--- src/rtl/rgb_pin_decoder.sv ---
// Pin-side RGB monitor: synchronizes the active-low pads, debounces the decoded
// color and reports each accepted change with the dwell time of the color it replaced.
module rgb_pin_decoder #(
    parameter int STABLE_CYCLES = 4,
    parameter int DUR_WIDTH     = 32
) (
    input  logic                 clk,
    input  logic                 rst,
    input  logic                 rgb_r_n,
    input  logic                 rgb_g_n,
    input  logic                 rgb_b_n,
    output logic                 color_valid,
    output logic [2:0]           color_code,
    output logic [DUR_WIDTH-1:0] duration,
    output logic [15:0]          event_count
);

    localparam int CW = $clog2(STABLE_CYCLES) + 1;
    localparam logic [CW-1:0] CNT_MAX = CW'(STABLE_CYCLES);
    localparam logic [CW-1:0] CNT_ACC = CW'(STABLE_CYCLES - 1);

    logic [2:0]           sync1_q, sync1_d;
    logic [2:0]           sync2_q, sync2_d;
    logic [2:0]           cand_q, cand_d;
    logic [CW-1:0]        cnt_q, cnt_d;
    logic [2:0]           cur_q, cur_d;
    logic                 valid_q, valid_d;
    logic [2:0]           code_q, code_d;
    logic [DUR_WIDTH-1:0] dur_q, dur_d;
    logic [DUR_WIDTH-1:0] dwell_q, dwell_d;
    logic [15:0]          evt_q, evt_d;
    logic [2:0]           s;
    logic                 accept;

    assign s = ~sync2_q;

    always_comb begin
        sync1_d = {rgb_r_n, rgb_g_n, rgb_b_n};
        sync2_d = sync1_q;
        cand_d  = cand_q;
        cnt_d   = cnt_q;
        cur_d   = cur_q;
        valid_d = 1'b0;
        code_d  = code_q;
        dur_d   = dur_q;
        dwell_d = dwell_q;
        evt_d   = evt_q;
        accept  = 1'b0;

        // A differing sample restarts the filter; an accept fires on the edge the
        // counter reaches its ceiling (or sits there) with a candidate that is new.
        if (s != cand_q) begin
            cand_d = s;
            cnt_d  = '0;
        end else begin
            if (cnt_q < CNT_MAX) begin
                cnt_d = cnt_q + 1'b1;
            end
            if ((cnt_q >= CNT_ACC) && (cand_q != cur_q)) begin
                accept = 1'b1;
            end
        end

        if (accept) begin
            cur_d   = cand_q;
            code_d  = cand_q;
            valid_d = 1'b1;
            dur_d   = dwell_q;
            dwell_d = DUR_WIDTH'(1);
            evt_d   = evt_q + 16'd1;
        end else if (dwell_q != '1) begin
            dwell_d = dwell_q + 1'b1;
        end
    end

    always_ff @(posedge clk) begin
        if (rst) begin
            sync1_q <= 3'b111;
            sync2_q <= 3'b111;
            cand_q  <= 3'b000;
            cnt_q   <= '0;
            cur_q   <= 3'b000;
            valid_q <= 1'b0;
            code_q  <= 3'b000;
            dur_q   <= '0;
            dwell_q <= '0;
            evt_q   <= 16'd0;
        end else begin
            sync1_q <= sync1_d;
            sync2_q <= sync2_d;
            cand_q  <= cand_d;
            cnt_q   <= cnt_d;
            cur_q   <= cur_d;
            valid_q <= valid_d;
            code_q  <= code_d;
            dur_q   <= dur_d;
            dwell_q <= dwell_d;
            evt_q   <= evt_d;
        end
    end

    assign color_valid = valid_q;
    assign color_code  = code_q;
    assign duration    = dur_q;
    assign event_count = evt_q;

endmodule

--- config.mk ---
export PLATFORM = sky130hd
export DESIGN_NAME = rgb_pin_decoder
export DESIGN_NICKNAME = d
export VERILOG_FILES = /design/src/rtl/rgb_pin_decoder.sv
export SDC_FILE = /design/constraint.sdc
export NUM_CORES = 1
export LEC_CHECK = 0
export BUFFER_PORTS_ARGS = -buffer_cell sky130_fd_sc_hd__buf_2
export CAP_MARGIN = 40
export CORE_MARGIN = 8
export CORE_UTILIZATION = 47
export DETAILED_ROUTE_END_ITERATION = 6
export MAX_ROUTING_LAYER = met4
export PLACE_DENSITY = 0.66
export SLEW_MARGIN = 15
export SYNTH_ARGS = -nofsm -noshare
export SYNTH_HDL_FRONTEND = slang
export SYNTH_SLANG_ARGS = --single-unit
--- constraint.sdc ---
create_clock -name clk -period 3.7 [get_ports clk]
set_clock_uncertainty 0.05 [all_clocks]
set_input_delay 0.555 -clock clk [delete_from_list [all_inputs] [get_ports clk]]
set_output_delay 0.555 -clock clk [all_outputs]
set_load 0.02 [all_outputs]
==> impl_metrics.ini <==
[routing]
wl_per_cell_um = 14.4
drtIter0Drc = 178
drc = 0
drt_wl_total_um = 9330
firstDrtPassIters = 4
antenna_left = 0
vias = 3542
via_per_inst = 5.47

[synth]
synth_warnings = 0
synth_edf_count = 0
seq_area_frac_synth_pct = 46.5
ys_types = 46
synth_nets = 492
yosys.cell_count.top_type = dfxtp_1
synth_ff_type = dfxtp_1
yosys-top-cells-count = dfxtp_1 (96), nand2_1 (95), a21oi_1 (56)
synthCells = 483
yosys_register_bits = 96
synth_top_area_share_pct = 46.5
synth_top_area_cell = dfxtp_1
async_flop_share_pct = 0
avgSynthCellArea_sq_um = 8.56
yosys-top-cells-area = dfxtp_1 (46%), nand2_1 (8.6%), a21oi_1 (6.8%)
synth_area_sq_mm = 0.00414

[layout]
multiInputGateArea_sq_mm = 0.00211
layout.nets = 544
area_growth_pct = 14.1
fin_util_pct = 54.7
n_antenna_cell = 0
fillers = 842
seq_area_sq_mm = 0.00192
layout-drive-gt1-share_pct = 18.0

[timing]
tns_ns = 0
slew_violations = 0
rsz0062_at_grt = false
hold_viol_final = 0
fmax_mhz = 394
tightest_slew_ns = 0.805
fin_crit_sh_pct = 68.5
slew_headroom_pct = 45.9
layout_min_cycle_time_ns = 2.54
setup_slack_ns = 1.16
hold_ws_ns = 0.317
setup_viol = 0

[floorplan]
ioPinCount = 57
die_w_um = 110
rows = 34
start_util_pct = 47.9
fp.dieH_um = 110
core_area_sq_mm = 0.00864
dieArea_sq_mm = 0.0121

[clocking]
path_clk_slew_ns = 0.10
cts_root_buffer = clkbuf_8
cts-htree-levels = 3
clock_sinks = 96
cts_max_path_buffers = 2
cts-resized-gates = 0
cts_setup_buffers = 0
clk_latency_ns = 0.36
hold_buffers = 0
cts_tree = done
cts_buffers = 9

[placed_design]
dp_hpwl_um = 6620
post-place-ws_ns = 1.17
port_buffers = 56
place.gp.congestion = 0.850

[global_route]
grt_overflow = 0
grt_usage_pct = 16.6
antenna_found_initial = 0
grt_max_degree = 38
grt_pass1_wl_um = 15800
grt_pass1_vias = 3454

[job]
max_cap_violations = 0

[critical_path]
cp_max_fo = 22
regToRegSetupSlack_ns = 1.16
reg2reg_depth = 8
rr_startpoint = cnt_q[0]
startpoint_type = register
critPathCapture = duration[4]
cp-end-kind = register
cp.required_ns = 3.94
crit_arrival_ns = 2.78
cp-startpoint = cnt_q[0]
rr_endpoint = duration[4]
crit_type = reg -> reg

[pwr]
finalPower_w = 0.00186
peakVddDrop_uv = 162
p_leak_nw = 1.79
power.density_mw_per_mm2 = 394

[worst_hold_path]
hold_class = in -> reg

[outcome]
status = complete, no violations
sequential cells by signal, indices dropped and copies added, names as in the netlist:
signal and count:
sync1_q 3, dwell_q 32, event_count 16, color_valid 1, sync2_q 3, duration 32, color_code 3, cnt_q 3
cand_q 3
metal layers:
layer | vias up | global-route usage, % | wire length [um]
li1 | 1811 | - | -
met1 | 1669 | 19.7 | 4390
met2 | 53 | 27.2 | 4430
met3 | 9 | 3.46 | 407
met4 | 0 | 5.88 | 102
met5 | - | - | 0
where the power goes:
group | switching [W] | internal [W] | leakage, nW | total (W)
registers | 0.00000946 | 0.00104 | 0.776 | 0.00105
logic | 0.0000393 | 0.0000176 | 0.907 | 0.0000569
clock network | 0.000368 | 0.000382 | 0.110 | 0.000749
area by class of cell:
class	instances	share of cell area, %
Sequential cell	96	40.7
Clock buffer	9	2.62
Inverter	7	0.557
Clock inverter	7	2.01
Timing Repair Buffer	60	6.57
Tap cell	108	2.86
Multi-Input combinational cell	361	44.7
worst max-delay path, cell delays in order, from the launching register on:
cell and delay (ns):
dfxtp_1 0.35, ha_1 0.21, ha_1 0.19, a211o_1 0.31
o31a_2 0.18, nand2_1 0.55, buf_4 0.38, nand2_1 0.09
a21oi_1 0.14
metrics by stage:
step                instance area [sq um]  cells
global route                         4720    648
global placement                     4500    632
CTS                                  4720    648
detailed placement                   4500    632
finish                               4720    648
floorplan                            4140    483
cell usage in the layout (no fill, tap or decap), types with 4 or more instances in the layout:
master,netlist,final
xor2_1,18,18
nand2_1,95,95
a31oi_1,5,5
dfxtp_1,96,96
xnor2_1,10,10
or4_1,11,11
ha_1,4,4
nand4_1,11,11
a21oi_1,56,56
or3_1,9,9
nor4_1,6,6
clkbuf_8,0,9
nor3_1,8,8
o31ai_1,8,8
buf_4,0,4
buf_2,2,56
inv_1,7,7
nand3_1,24,24
or2_2,6,6
and3_1,7,7
nor2_1,39,38
mux2i_1,4,4
o21ai_0,8,8
and2_1,4,4
worst min path at each step:
stage               cells after the start  startpoint         end  slack [ns]
finish                                  2     rgb_b_n  sync1_q[0]        0.32
global route                            2     rgb_g_n  sync1_q[1]        0.30
CTS                                     2     rgb_b_n  sync1_q[0]        0.30
detailed placement                      1  sync1_q[0]  sync2_q[0]        0.35
global placement                        1  sync1_q[0]  sync2_q[0]        0.34
floorplan                               1  sync1_q[0]  sync2_q[0]        0.34
logic make-up (layout without fill, tap and decap cells):
group                    count (synthesis)  count (layout)  synth area share [%]
adder cells (fa/ha/maj)                  4               4                  1.21
buffers and inverters                   26              83                  2.63
AO/OA/AOI/OAI                           93              93                  13.9
XOR/XNOR                                28              28                  5.93
AND/OR/NAND/NOR                        232             232                  28.9
multiplexers                             4               4                 0.968
flip-flops                              96              96                  46.5
Power figures use the tool's default switching activity.
